### src/rtl/alu_exec_ctrl_if.sv
// Interface for alu_exec_ctrl: D/X input beat, ALU drive/return, X/M output
// beat and branch redirect. The controller uses the slave view; the decode
// stage / ALU / memory stage side uses the master view.
interface alu_exec_ctrl_if;
  // D/X beat
  logic        in_valid;
  logic        in_ready;
  logic [31:0] in_insn;
  logic [31:0] in_pc;
  logic [31:0] in_regA;
  logic [31:0] in_regB;
  // ALU drive
  logic [31:0] alu_operandA;
  logic [31:0] alu_operandB;
  logic [4:0]  alu_opcode;
  logic [4:0]  alu_shamt;
  // ALU return
  logic [31:0] alu_result;
  logic        alu_isNotEqual;
  logic        alu_isLessThan;
  logic        alu_overflow;
  // X/M beat and branch redirect
  logic        out_valid;
  logic        out_ready;
  logic [31:0] out_result;
  logic [4:0]  out_rd;
  logic        out_we;
  logic        br_taken;
  logic [31:0] br_target;

  modport slave (
    input  in_valid, in_insn, in_pc, in_regA, in_regB,
    input  alu_result, alu_isNotEqual, alu_isLessThan, alu_overflow,
    input  out_ready,
    output in_ready, alu_operandA, alu_operandB, alu_opcode, alu_shamt,
    output out_valid, out_result, out_rd, out_we, br_taken, br_target
  );

  modport master (
    output in_valid, in_insn, in_pc, in_regA, in_regB,
    output alu_result, alu_isNotEqual, alu_isLessThan, alu_overflow,
    output out_ready,
    input  in_ready, alu_operandA, alu_operandB, alu_opcode, alu_shamt,
    input  out_valid, out_result, out_rd, out_we, br_taken, br_target
  );
endinterface

### src/rtl/alu_exec_ctrl.sv
// Execute-stage controller: decodes the instruction, drives the ALU, resolves
// bne/blt from ALU flags and registers the result into the X/M register.
// A taken branch squashes the next accepted input beat.
// Build option: define ALU_EXEC_OVF_EXC_EN to turn overflowing add/addi/sub
// into a status write of 1/2/3 to $r30; otherwise the wrapped sum is written.
module alu_exec_ctrl (
  input  logic         clock,
  input  logic         reset,
  alu_exec_ctrl_if.slave bus
);
  localparam logic [4:0] OP_RTYPE = 5'd0;
  localparam logic [4:0] OP_BNE   = 5'd2;
  localparam logic [4:0] OP_ADDI  = 5'd5;
  localparam logic [4:0] OP_BLT   = 5'd6;
  localparam logic [4:0] ALU_ADD  = 5'd0;
  localparam logic [4:0] ALU_SUB  = 5'd1;
  localparam logic [4:0] ALU_SRA  = 5'd5;

  typedef enum logic {RUN, SQUASH} state_t;

  state_t      state_q;
  logic        out_valid_q, out_we_q, br_taken_q;
  logic [31:0] out_result_q, br_target_q;
  logic [4:0]  out_rd_q;

  logic [4:0]  opc, rd, aluop;
  logic [31:0] simm;
  logic        is_r, is_addi, is_bne, is_blt, is_br;
  logic [31:0] res_d, target_d;
  logic [4:0]  rd_d;
  logic        we_d, taken_d, fire;
  logic        unused_ok;

  // isNotEqual is wrong when an operand is zero; equality comes from the result.
  assign unused_ok = bus.alu_isNotEqual;

  assign opc     = bus.in_insn[31:27];
  assign rd      = bus.in_insn[26:22];
  assign aluop   = bus.in_insn[6:2];
  assign simm    = {{15{bus.in_insn[16]}}, bus.in_insn[16:0]};
  assign is_r    = (opc == OP_RTYPE) && (aluop <= ALU_SRA);
  assign is_addi = (opc == OP_ADDI);
  assign is_bne  = (opc == OP_BNE);
  assign is_blt  = (opc == OP_BLT);
  assign is_br   = is_bne || is_blt;

  // ALU drive: branches compare via subtract, addi adds the sign-extended imm.
  assign bus.alu_operandA = bus.in_regA;
  assign bus.alu_operandB = is_addi ? simm : bus.in_regB;
  assign bus.alu_opcode   = is_r ? aluop : (is_br ? ALU_SUB : ALU_ADD);
  assign bus.alu_shamt    = bus.in_insn[11:7];

  assign bus.in_ready = !out_valid_q || bus.out_ready;
  assign fire         = bus.in_valid && bus.in_ready;

  // Next X/M payload from the ALU return; NOPs leave result 0 and we 0.
  always_comb begin
    res_d    = '0;
    rd_d     = rd;
    we_d     = 1'b0;
    taken_d  = 1'b0;
    target_d = bus.in_pc + 32'd1 + simm;
    if (is_r || is_addi) begin
      res_d = bus.alu_result;
      we_d  = (rd != 5'd0);
    end
    // blt: the raw sign flag is wrong on overflow, so correct it with ovf.
    if (is_bne) taken_d = (bus.alu_result != 32'd0);
    if (is_blt) taken_d = bus.alu_isLessThan ^ bus.alu_overflow;
`ifdef ALU_EXEC_OVF_EXC_EN
    if (bus.alu_overflow && (is_addi || (is_r && (aluop == ALU_ADD || aluop == ALU_SUB)))) begin
      rd_d  = 5'd30;
      we_d  = 1'b1;
      res_d = is_addi ? 32'd2 : ((aluop == ALU_ADD) ? 32'd1 : 32'd3);
    end
`endif
  end

  // Squash FSM and X/M output register.
  always_ff @(posedge clock or posedge reset) begin
    if (reset) begin
      state_q      <= RUN;
      out_valid_q  <= 1'b0;
      out_result_q <= '0;
      out_rd_q     <= '0;
      out_we_q     <= 1'b0;
      br_taken_q   <= 1'b0;
      br_target_q  <= '0;
    end else begin
      case (state_q)
        RUN: begin
          if (fire) begin
            out_valid_q  <= 1'b1;
            out_result_q <= res_d;
            out_rd_q     <= rd_d;
            out_we_q     <= we_d;
            br_taken_q   <= taken_d;
            br_target_q  <= target_d;
            if (taken_d) state_q <= SQUASH;
          end else if (bus.out_ready) begin
            out_valid_q <= 1'b0;
          end
        end
        SQUASH: begin
          // Wrong-path beat: accepted and dropped; any prior beat was consumed.
          if (fire) begin
            out_valid_q <= 1'b0;
            br_taken_q  <= 1'b0;
            state_q     <= RUN;
          end else if (bus.out_ready) begin
            out_valid_q <= 1'b0;
          end
        end
        default: state_q <= RUN;
      endcase
    end
  end

  assign bus.out_valid  = out_valid_q;
  assign bus.out_result = out_result_q;
  assign bus.out_rd     = out_rd_q;
  assign bus.out_we     = out_we_q;
  assign bus.br_taken   = br_taken_q;
  assign bus.br_target  = br_target_q;
endmodule
### src/flat_wrapper.sv
// flat-port wrapper written by rule: the top's interface ports become plain ports
module alu_exec_ctrl_flat 
  (clock, reset, bus_in_valid, bus_in_insn, bus_in_pc, bus_in_regA, bus_in_regB, bus_alu_result, bus_alu_isNotEqual, bus_alu_isLessThan, bus_alu_overflow, bus_out_ready, bus_in_ready, bus_alu_operandA, bus_alu_operandB, bus_alu_opcode, bus_alu_shamt, bus_out_valid, bus_out_result, bus_out_rd, bus_out_we, bus_br_taken, bus_br_target);
  alu_exec_ctrl_if bus_i ();
  input  logic clock;
  input  logic reset;
  input wire logic [$bits(bus_i.in_valid)-1:0] bus_in_valid;
  input wire logic [$bits(bus_i.in_insn)-1:0] bus_in_insn;
  input wire logic [$bits(bus_i.in_pc)-1:0] bus_in_pc;
  input wire logic [$bits(bus_i.in_regA)-1:0] bus_in_regA;
  input wire logic [$bits(bus_i.in_regB)-1:0] bus_in_regB;
  input wire logic [$bits(bus_i.alu_result)-1:0] bus_alu_result;
  input wire logic [$bits(bus_i.alu_isNotEqual)-1:0] bus_alu_isNotEqual;
  input wire logic [$bits(bus_i.alu_isLessThan)-1:0] bus_alu_isLessThan;
  input wire logic [$bits(bus_i.alu_overflow)-1:0] bus_alu_overflow;
  input wire logic [$bits(bus_i.out_ready)-1:0] bus_out_ready;
  output wire logic [$bits(bus_i.in_ready)-1:0] bus_in_ready;
  output wire logic [$bits(bus_i.alu_operandA)-1:0] bus_alu_operandA;
  output wire logic [$bits(bus_i.alu_operandB)-1:0] bus_alu_operandB;
  output wire logic [$bits(bus_i.alu_opcode)-1:0] bus_alu_opcode;
  output wire logic [$bits(bus_i.alu_shamt)-1:0] bus_alu_shamt;
  output wire logic [$bits(bus_i.out_valid)-1:0] bus_out_valid;
  output wire logic [$bits(bus_i.out_result)-1:0] bus_out_result;
  output wire logic [$bits(bus_i.out_rd)-1:0] bus_out_rd;
  output wire logic [$bits(bus_i.out_we)-1:0] bus_out_we;
  output wire logic [$bits(bus_i.br_taken)-1:0] bus_br_taken;
  output wire logic [$bits(bus_i.br_target)-1:0] bus_br_target;
  assign bus_i.in_valid = bus_in_valid;
  assign bus_i.in_insn = bus_in_insn;
  assign bus_i.in_pc = bus_in_pc;
  assign bus_i.in_regA = bus_in_regA;
  assign bus_i.in_regB = bus_in_regB;
  assign bus_i.alu_result = bus_alu_result;
  assign bus_i.alu_isNotEqual = bus_alu_isNotEqual;
  assign bus_i.alu_isLessThan = bus_alu_isLessThan;
  assign bus_i.alu_overflow = bus_alu_overflow;
  assign bus_i.out_ready = bus_out_ready;
  assign bus_in_ready = bus_i.in_ready;
  assign bus_alu_operandA = bus_i.alu_operandA;
  assign bus_alu_operandB = bus_i.alu_operandB;
  assign bus_alu_opcode = bus_i.alu_opcode;
  assign bus_alu_shamt = bus_i.alu_shamt;
  assign bus_out_valid = bus_i.out_valid;
  assign bus_out_result = bus_i.out_result;
  assign bus_out_rd = bus_i.out_rd;
  assign bus_out_we = bus_i.out_we;
  assign bus_br_taken = bus_i.br_taken;
  assign bus_br_target = bus_i.br_target;
  alu_exec_ctrl u_core (.clock(clock), .reset(reset), .bus(bus_i));
endmodule
### config.mk
export PLATFORM = sky130hd
export DESIGN_NAME = alu_exec_ctrl_flat
export DESIGN_NICKNAME = d
export VERILOG_FILES = /design/src/rtl/alu_exec_ctrl_if.sv /design/src/rtl/alu_exec_ctrl.sv /design/src/flat_wrapper.sv
export SDC_FILE = /design/constraint.sdc
export NUM_CORES = 1
export LEC_CHECK = 0
export ABC_CLOCK_PERIOD_IN_PS = 2480
export BUFFER_PORTS_ARGS = -buffer_cell sky130_fd_sc_hd__buf_2
export CAP_MARGIN = 40
export CORE_AREA = 2 2 122 124
export DETAILED_ROUTE_END_ITERATION = 10
export DIE_AREA = 0 0 124 126
export PLACE_DENSITY = 0.81
export SYNTH_ARGS = -nofsm -noshare
export SYNTH_HDL_FRONTEND = slang
export SYNTH_SLANG_ARGS = --single-unit
export TNS_END_PERCENT = 30
### constraint.sdc
create_clock -name clock -period 2.48 [get_ports clock]
set_input_delay 0.124 -clock clock [delete_from_list [all_inputs] [get_ports clock]]
set_output_delay 0.124 -clock clock [all_outputs]
set_load 0.01 [all_outputs]
# Yosys cells after proc, flatten, opt, wreduce, memory -nomap -nowiden
# Cells that the tools add are included.
# W data, S select, Z words.
# op_classes
n_addsub	2
mul	0
n_div	0
order_cmp	1
n_eq_ne	5
shift	0
muxes	18
bitwise	2
reduce_logical	11
# ops
cell	count
$mux W32	2
$add A32 B1 Y32 const B	1
$add A32 B32 Y32	1
$reduce_bool A32 Y1	1
$mux W1	12
$eq A5 B3 Y1 const B	2
$pmux W1 S2	3
$eq A5 B2 Y1 const B	1
$le A5 B3 Y1 const B	1
$logic_not A5 Y1	1
$mux W5	1
$reduce_bool A5 Y1	1
$reduce_and A2 Y1	2
$logic_or A1 B1 Y1	3
$logic_and A1 B1 Y1	2
$ne A2 B1 Y1 const B	1
$ne A2 B2 Y1 const B	1
$logic_not A1 Y1	1
$not A1 Y1	1
$xor A1 B1 Y1	1
# totals
ff_bits	73
latchBits	0
ram_bits	0
romBits	0
in_bits	167
output_inout_bits	147
wordCells	46
mem_count	0

# Logic depth before layout (Yosys ltp)
# Gate-level depths: netlist of run 1.
# logic_depth
depth_word	6
mapped_depth	11
mapped_depth_nobuf	11

# Least setup slack after synthesis of run 1
# OpenSTA, ideal clock, no wires.
# synth_timing
kind	input port to flip-flop
from	in bus_in_insn[0]
to	reg u_core.br_target_q[24], in the netlist u_core.bus.br_target[24]
setup_ps	92
arrival_time_ps	2069
t_required_ps	2388
path_slack_ps	319
cell_stages	11
n_path_buf	0
path_cell_list	inv_1 -> ha_1 -> inv_1 -> fa_1 -> a21oi_1 -> o21ai_1 -> a31oi_1 -> o21a_4 -> nor4_2 -> o31a_1 -> o31ai_2
# synth_via
elab_chain_len	1
# synth_rtl
item	line	text
start: declaration	flat_wrapper.sv:8	input wire logic [$bits(bus_i.in_insn)-1:0] bus_in_insn;
$add A32 B32 Y32	alu_exec_ctrl.sv:62	target_d = bus.in_pc + 32'd1 + simm;
end signal: assignment	alu_exec_ctrl.sv:98	br_target_q <= target_d;
end: declaration	alu_exec_ctrl.sv:23	logic [31:0] out_result_q, br_target_q;
# No other way between the ends.
# A chain may end at the register's enable or synchronous reset.

# Worst setup path in the final report of run 1
# Same ends and word-level chain as after synthesis.

==> results of run 1 <==
[flip-flops by register name (all words and copies together), names as in the netlist]
name and count:
u_core.bus.out_we 1, u_core.bus.out_result 32, u_core.state_q 1, u_core.bus.out_valid 1
u_core.bus.out_rd 5, u_core.bus.br_target 32, u_core.bus.br_taken 1
[power groups by stage]
stage | logic (W) | registers, W | clock network [W]
floorplan | 0.000783 | 0.00163 | 0
global placement | 0.00140 | 0.00154 | 0
detailed placement | 0.00143 | 0.00154 | 0
CTS | 0.00143 | 0.00152 | 0.00129
global route | 0.00157 | 0.00155 | 0.00134
finish | 0.00142 | 0.00152 | 0.00126
[area by class of cell]
class | count | area [sq um] | share of cell area (%)
Multi-Input combinational cell | 489 | 3050 | 44.6
Sequential cell | 73 | 1830 | 26.8
Timing Repair Buffer | 262 | 1380 | 20.2
Tap cell | 184 | 230 | 3.37
Clock buffer | 9 | 225 | 3.30
Clock inverter | 7 | 62.6 | 0.916
Inverter | 15 | 56.3 | 0.825
[metal layers]
layer | wire length, microns | track usage, % | vias to the layer above
met5 | 0 | 0 | -
met4 | 391 | 6.74 | 0
met3 | 1200 | 3.99 | 32
met2 | 7990 | 34.4 | 217
met1 | 7050 | 26.8 | 2469
li1 | - | - | 2632
[cell usage after synthesis, types with 2 or more instances]
library cell and count:
o21ai_2 3, o21ai_0 34, nand2_1 144, nor2b_1 2
a21o_1 30, a31oi_1 4, nand4_1 5, and3_1 5
o21bai_1 3, a211oi_1 2, mux2_2 17, a21oi_1 65
nand3_1 8, or4_1 3, nand2b_1 4, nor3b_1 2
o21ai_1 4, a211oi_2 2, clkbuf_1 18, buf_4 39
nor4b_1 2, o211ai_1 3, nor3_1 13, nor4_1 10
a21oi_2 2, buf_2 7, ha_1 31, o21a_1 4
o31ai_2 2, o311ai_0 2, or3_1 3, and2_1 4
xnor2_1 21, buf_1 6, mux2i_1 3, nor2_1 23
o221ai_1 3, inv_1 15, dfrtp_1 73, o31ai_1 4
xor2_1 4
[logic make-up after synthesis]
group                      count (synthesis)  share of synthesized area, %
and+or+nand+nor                          234                          19.6
AOI/OAI and AO/OA                        176                          21.2
buffers and inverters                     86                          8.98
DFF                                       73                          34.2
adders and majority gates                 32                          7.65
xor gates and xnor gates                  25                          4.10
muxes                                     20                          4.15
other                                      1                        0.0703
[worst reg2reg max path, stage by stage (launching register included)]
cell      delay (ns)
dfrtp_1         0.36
nand2b_1        0.12
nand2_1         0.19
or2_4           0.67
buf_4           0.37
nand2_1         0.08
a21oi_1         0.16
[worst max-delay path by stage]
stage	to	slack (ns)	depth (start not counted)
finish	u_core.bus.br_target[24]$_DFFE_PP0P_	0.35	12
global route	u_core.bus.br_target[24]$_DFFE_PP0P_	0.15	12
CTS	u_core.bus.br_target[24]$_DFFE_PP0P_	0.34	12
detailed placement	u_core.bus.br_target[24]$_DFFE_PP0P_	0.005	12
global placement	u_core.bus.br_target[24]$_DFFE_PP0P_	0.04	12
floorplan	u_core.bus.br_target[24]$_DFFE_PP0P_	0.32	11
[repair_timing]
action / 4_1_cts / 5_1_grt
setup buffers: 0 / 0
endpoints found under the hold margin: 24 / 0
hold buffers: 2 / 0
[per-stage QoR]
stage               worst slack [ns]  cell area [sq um]
floorplan                      0.319               5340
global placement              0.0435               6520
detailed placement           0.00500               6520
CTS                            0.344               6830
global route                   0.153               6830
finish                         0.346               6830
==> summary.md, run 1 <==
| Metric | Value |
|---|---|
| WL/cell | roughly 16 microns |
| Critical path capture point type | flip-flop |
| GPL Wtd Cong | ~0.9 |
| Final nets | roughly 1000 |
| Top FF cell, synth | dfrtp_1 |
| Final hold violation count | 0 |
| Die height | about 130 microns |
| CP Data Required Time | between 2 and 3 ns |
| Clk root buf | clkbuf_16 |
| Diodes inserted | 0 |
| Tcrit/Tclk final | between 80% and 90% |
| Initial antenna violation count | 0 |
| CTS tree | yes |
| Largest cells by area after synthesis | dfrtp_1, nand2_1, ha_1 |
| R2R Setup Slk | roughly 0.45 ns |
| Biggest area consumer among synthesized cells | dfrtp_1 |
| Pwr/cell area | slightly above 600 mW/mm^2 |
| Worst skew pair latency | around 0.33 ns |
| Reg2reg path depth | 6 |
| Peak supply drop | around 350 uV |
| Status | finished, final reports clean |
| First DRT Iteration DRCs | ~300 |
| Vias per std cell | 5.15 |
| Buffers on Ports | about 240 |
| GRT Overall Usage | roughly a fifth |
| CP max stage cell | fa_1 |
| Bufs on Longest Clock Path | 2 |
| Clock-pin slew on the worst setup and hold paths | about 0.060 ns |
| Most frequent cells in the layout | buf_2, nand2_1, dfrtp_1, a21oi_1, o21ai_0 |
| Cts repair resizes | 0 |
| Rel. slew slack | between 40% and 50% |
| Dpl cells | 1021 |
| Syn-to-layout area delta | 28.0% |
| Min Clock Period, post-route | 2.13 ns |
| Post-detail-place hpwl | ~13000 microns |
| Total CTS buffers | 9 |
| RSZ-0062 raised after global routing | no |
| Post-synth ARST share | 100% |
| Setup TNS | 0 ns |
| Worst Hold End | u_core.bus.out_rd[3]$_DFFE_PP0P_ |
| Max-slew violations | 0 |
| Starting density of the core | between 30 and 40% |
| Yosys warns | 0 |
| H-tree Lvls | 3 |
| CORE AREA | approximately 0.014 sq mm |
| Crit-path most repeated cell | inv_1 |
| Critical path launch point type | primary input |
| Final Total Pwr | 0.00420 W |
| Hold crit path type | primary input to flip-flop |
| Post-Syn Area | between 0.005 and 0.006 sq mm |
| Drt drc | 0 |
| DR vias | 5350 |
| Combinational Power Share | ~34% |
| Worst-margin pin slew | around 0.8 ns |
| Critical path arrival | between 2 and 2.5 ns |
| Min-delay src | bus_in_insn[25] |
| WL final | approximately 17000 microns |
| Critical path fanouts, max | 3 |
| TritonCTS Sinks | 73 |
| CP Buf/Inv Count | 3 |
| #FFs+latches synth | 73 |
| Post-Syn Instances | between 600 and 700 |
| Max incr delay on CP | ~0.38 ns |
| Sequential Power Share | 36.2% |
| Clock Power Share | between 30% and 40% |
| Power Internal | 0.00271 W |
| Layout cells sized above 1 | a little under two fifths |
| Max-Cap Viols | 0 |
| First-pass GRT wire length | between 20000 and 30000 microns |
| Congestion Overflow GR | 0 |
| Max Clk Rate | 469 MHz |
| DIE AREA | between 0.015 and 0.02 sq mm |
| Share of Yosys cell area claimed by the top area cell type | between 30% and 40% |
| Avg Cell Area, Syn | around 8 sq um |
| Psw | roughly 0.0015 W |
| DRT antenna net count | 0 |
| R2r endpoint | u_core.bus.out_result[24]$_DFFE_PP0P_ |
| Cell Chain, Critical Path | buf_2, inv_1, ha_1, inv_1, fa_1, a21oi_1, o21ai_1, a31oi_1, o21a_4, nor4_2, o31a_1, o31ai_2 |
| 1st-pass router iterations | 4 |
| Seq/Total Area, Yosys | 34.2% |
| Vias in the first global route | slightly below 5000 |
| Largest net degree at the start of global routing | 74 |
| Switch share | between 30% and 40% |
| Setup Viol. Count Final | 0 |
| Hold Path Depth | 3 |
| Rows | between 40 and 50 |
| Post-layout util | between 40% and 50% |
| Die Wd | roughly 120 microns |
| EDFF count, synth | 0 |
| Critical Path Start | bus_in_insn[0] |
| Layout Cells excl Fill | a little over 1000 |
| Hold WS | between 0.01 and 0.015 ns |
| Distinct cell type count after synthesis | slightly below 60 |
| Clock skew | between 0.006 and 0.007 ns |
| Reg2Reg Launch Point | u_core.bus.out_valid$_DFF_PP0_ |
| CP delay by family, top | compound AO/OA/AOI/OAI gates |
| Ports | ~310 |
| Most common cell after layout, fill and taps aside | buf_2 |
| Leakage dissipation | 3.54 nW |
| WS Path Type | primary input to flip-flop |
| Filler cells | 1449 |
No activity file was read; power rests on OpenSTA's default activity.
==> run 2, diff against run 1 <==
- PLACE_DENSITY: 0.81 -> not set
- PLACE_DENSITY_LB_ADDON: not set -> 0.12
==> run 2 against run 1 <==
Total power up 3.9%. Maximum frequency shrank 1.2%. Clock skew shrank 0.00096 ns. Routed wire length grew 5.4%. Utilization rose by 0.60 points. Worst hold slack better by 0.017 ns. Count of clock-buffer cells in the layout grew 2.
==> summary.md, run 2 (synthesis results as in run 1) <==
| Metric | Value |
|---|---|
| Most frequent cells in the layout | buf_2, nand2_1, dfrtp_1, a21oi_1, o21ai_0 (unchanged) |
| Congestion Overflow GR | 0 (unchanged) |
| Final hold violation count | 0 (unchanged) |
| Starting density of the core | 37.3% (unchanged) |
| WL final | 17500 microns (was 16600 microns) |
| Worst-margin pin slew | 0.792 ns (was 0.824 ns) |
| Worst skew pair latency | 0.33 ns (about the same) |
| Min-delay src | bus_alu_result[30] (was bus_in_insn[25]) |
| Vias in the first global route | 5258 (was 4911) |
| Max Clk Rate | 463 MHz (was 469 MHz) |
| First DRT Iteration DRCs | 302 (unchanged) |
| Diodes inserted | 0 (unchanged) |
| Critical path launch point type | primary input (unchanged) |
| Clock skew | 0.00510 ns (was 0.00606 ns) |
| H-tree Lvls | 3 (unchanged) |
| Total CTS buffers | 9 (unchanged) |
| Drt drc | 0 (unchanged) |
| Die height | 126 microns (unchanged) |
| Rel. slew slack | 46.5% (was 44.3%) |
| Critical path fanouts, max | 6 (was 3) |
| Pwr/cell area | 631 mW/mm^2 (was 615 mW/mm^2) |
| R2R Setup Slk | 0.57 ns (was 0.45 ns) |
| Ports | 314 (unchanged) |
| Critical path capture point type | flip-flop (unchanged) |
| DIE AREA | 0.0156 sq mm (unchanged) |
| CTS tree | yes (unchanged) |
| 1st-pass router iterations | 7 (was 4) |
| Rows | 44 (unchanged) |
| CP Data Required Time | 2.71 ns (was 2.72 ns) |
| Leakage dissipation | 3.58 nW (was 3.54 nW) |
| Initial antenna violation count | 0 (unchanged) |
| TritonCTS Sinks | 73 (unchanged) |
| Worst Hold End | u_core.bus.out_result[30]$_DFFE_PP0P_ (was u_core.bus.out_rd[3]$_DFFE_PP0P_) |
| Final nets | 1055 (was 1049) |
| First-pass GRT wire length | 26900 microns (was 25200 microns) |
| DR vias | 5376 (was 5350) |
| Tcrit/Tclk final | 87.1% (was 86.0%) |
| Layout cells sized above 1 | 36.5% (was 36.7%) |
| Critical path arrival | 2.39 ns (was 2.38 ns) |
| Die Wd | 124 microns (unchanged) |
| DRT antenna net count | 0 (unchanged) |
| WS Path Type | primary input to flip-flop (unchanged) |
| WL/cell | 16.8 microns (was 16.0 microns) |
| Setup TNS | 0 ns (unchanged) |
| Met3 Use GR | 4.98% (was 3.99%) |
| Bufs on Longest Clock Path | 2 (unchanged) |
| Clock-pin slew on the worst setup and hold paths | 0.06 ns (about the same) |
| Reg2Reg Launch Point | u_core.bus.out_valid$_DFF_PP0_ (unchanged) |
| Post-layout util | 48.3% (was 47.7%) |
| R2r endpoint | u_core.bus.out_result[18]$_DFFE_PP0P_ (was u_core.bus.out_result[24]$_DFFE_PP0P_) |
| RSZ-0062 raised after global routing | no (unchanged) |
| GRT Overall Usage | 22.0% (was 20.6%) |
| Post-detail-place hpwl | 14000 microns (was 13400 microns) |
| Syn-to-layout area delta | 29.6% (was 28.0%) |
| Hold crit path type | primary input to flip-flop (unchanged) |
| GPL Wtd Cong | 0.918 (was 0.894) |
| Filler cells | 1467 (was 1449) |
| CORE AREA | 0.0143 sq mm (unchanged) |
| M2 GR Usage | 37.4% (was 34.4%) |
| Vias per std cell | 5.15 (about the same) |
| Max-Cap Viols | 0 (unchanged) |
| Buffers on Ports | 241 (unchanged) |
| Max-slew violations | 0 (unchanged) |
| Setup Viol. Count Final | 0 (unchanged) |
| Critical Path Start | bus_in_insn[0] (unchanged) |
| Most common cell after layout, fill and taps aside | buf_2 (unchanged) |
| Gr busiest metal | met2 (unchanged) |
| Cts repair resizes | 0 (unchanged) |
| Status | finished, final reports clean (unchanged) |
| Largest net degree at the start of global routing | 74 (unchanged) |
| Reg2reg path depth | 6 (unchanged) |
| Min Clock Period, post-route | 2.16 ns (was 2.13 ns) |
| Peak supply drop | 306 uV (was 352 uV) |
| Clk root buf | clkbuf_16 (unchanged) |
| Hold Path Depth | 3 (unchanged) |
| GR Util met1 | 27.2% (was 26.8%) |
run 2: routing by layer:
| metal | share of wire [%] | vias to the layer above |
|---|---|---|
| met5 | 0 | - |
| met4 | 1.9 | 0 |
| met3 | 7.9 | 29 |
| met2 | 49 | 211 |
| met1 | 41 | 2493 |
| li1 | - | 2643 |
run 2: how the worst max path moves through the flow:
stage / cells past startpoint / end
2_1_floorplan: 11 / u_core.bus.br_target[24]$_DFFE_PP0P_
3_3_place_gp: 13 / u_core.bus.br_target[24]$_DFFE_PP0P_
3_5_place_dp: 13 / u_core.bus.br_target[24]$_DFFE_PP0P_
4_1_cts: 13 / u_core.bus.br_target[24]$_DFFE_PP0P_
5_1_grt: 13 / u_core.bus.br_target[24]$_DFFE_PP0P_
6_report: 13 / u_core.bus.br_target[24]$_DFFE_PP0P_
run 2: critical path, cell delays in order:
cell and delay [ns]:
buf_2 0.09, inv_1 0.06, ha_1 0.15, inv_1 0.05, fa_1 0.39, a21oi_1 0.24, o21ai_1 0.14, a31oi_1 0.18
buf_4 0.15, o21a_4 0.19, nor4_2 0.07, o31a_1 0.30, o31ai_2 0.24
run 2: layout make-up:
class | count | area [sq um] | area share, %
Clock buffer | 11 | 243 | 3.51
Timing Repair Buffer | 268 | 1440 | 20.8
Tap cell | 184 | 230 | 3.33
Inverter | 15 | 56.3 | 0.814
Clock inverter | 4 | 76.3 | 1.10
Multi-Input combinational cell | 489 | 3050 | 44.0
Sequential cell | 73 | 1830 | 26.4
run 2: timing repair:
action,in CTS,in global routing
buffers inserted,0,0
endpoints found under the hold margin,78,0
hold buffers,6,0
run 2: power breakdown:
part	switching, W	internal [W]	leakage [nW]
logic	0.000823	0.000611	2.50
clock network	0.000502	0.000907	0.152
registers	0.000116	0.00140	0.927
total	0.00144	0.00292	3.58
run 2: through the flow:
step	worst slack [ns]	area [sq um]	total power (W)	hold WS [ns]	instances
floorplan	0.319	5340	0.00242	0.229	648
global placement	0.0823	6540	0.00295	0.243	1023
detailed placement	-0.00519	6540	0.00298	0.246	1023
CTS	0.343	6910	0.00442	0.0239	1044
global route	0.109	6910	0.00465	0.0375	1044
finish	0.321	6910	0.00436	0.0315	1044
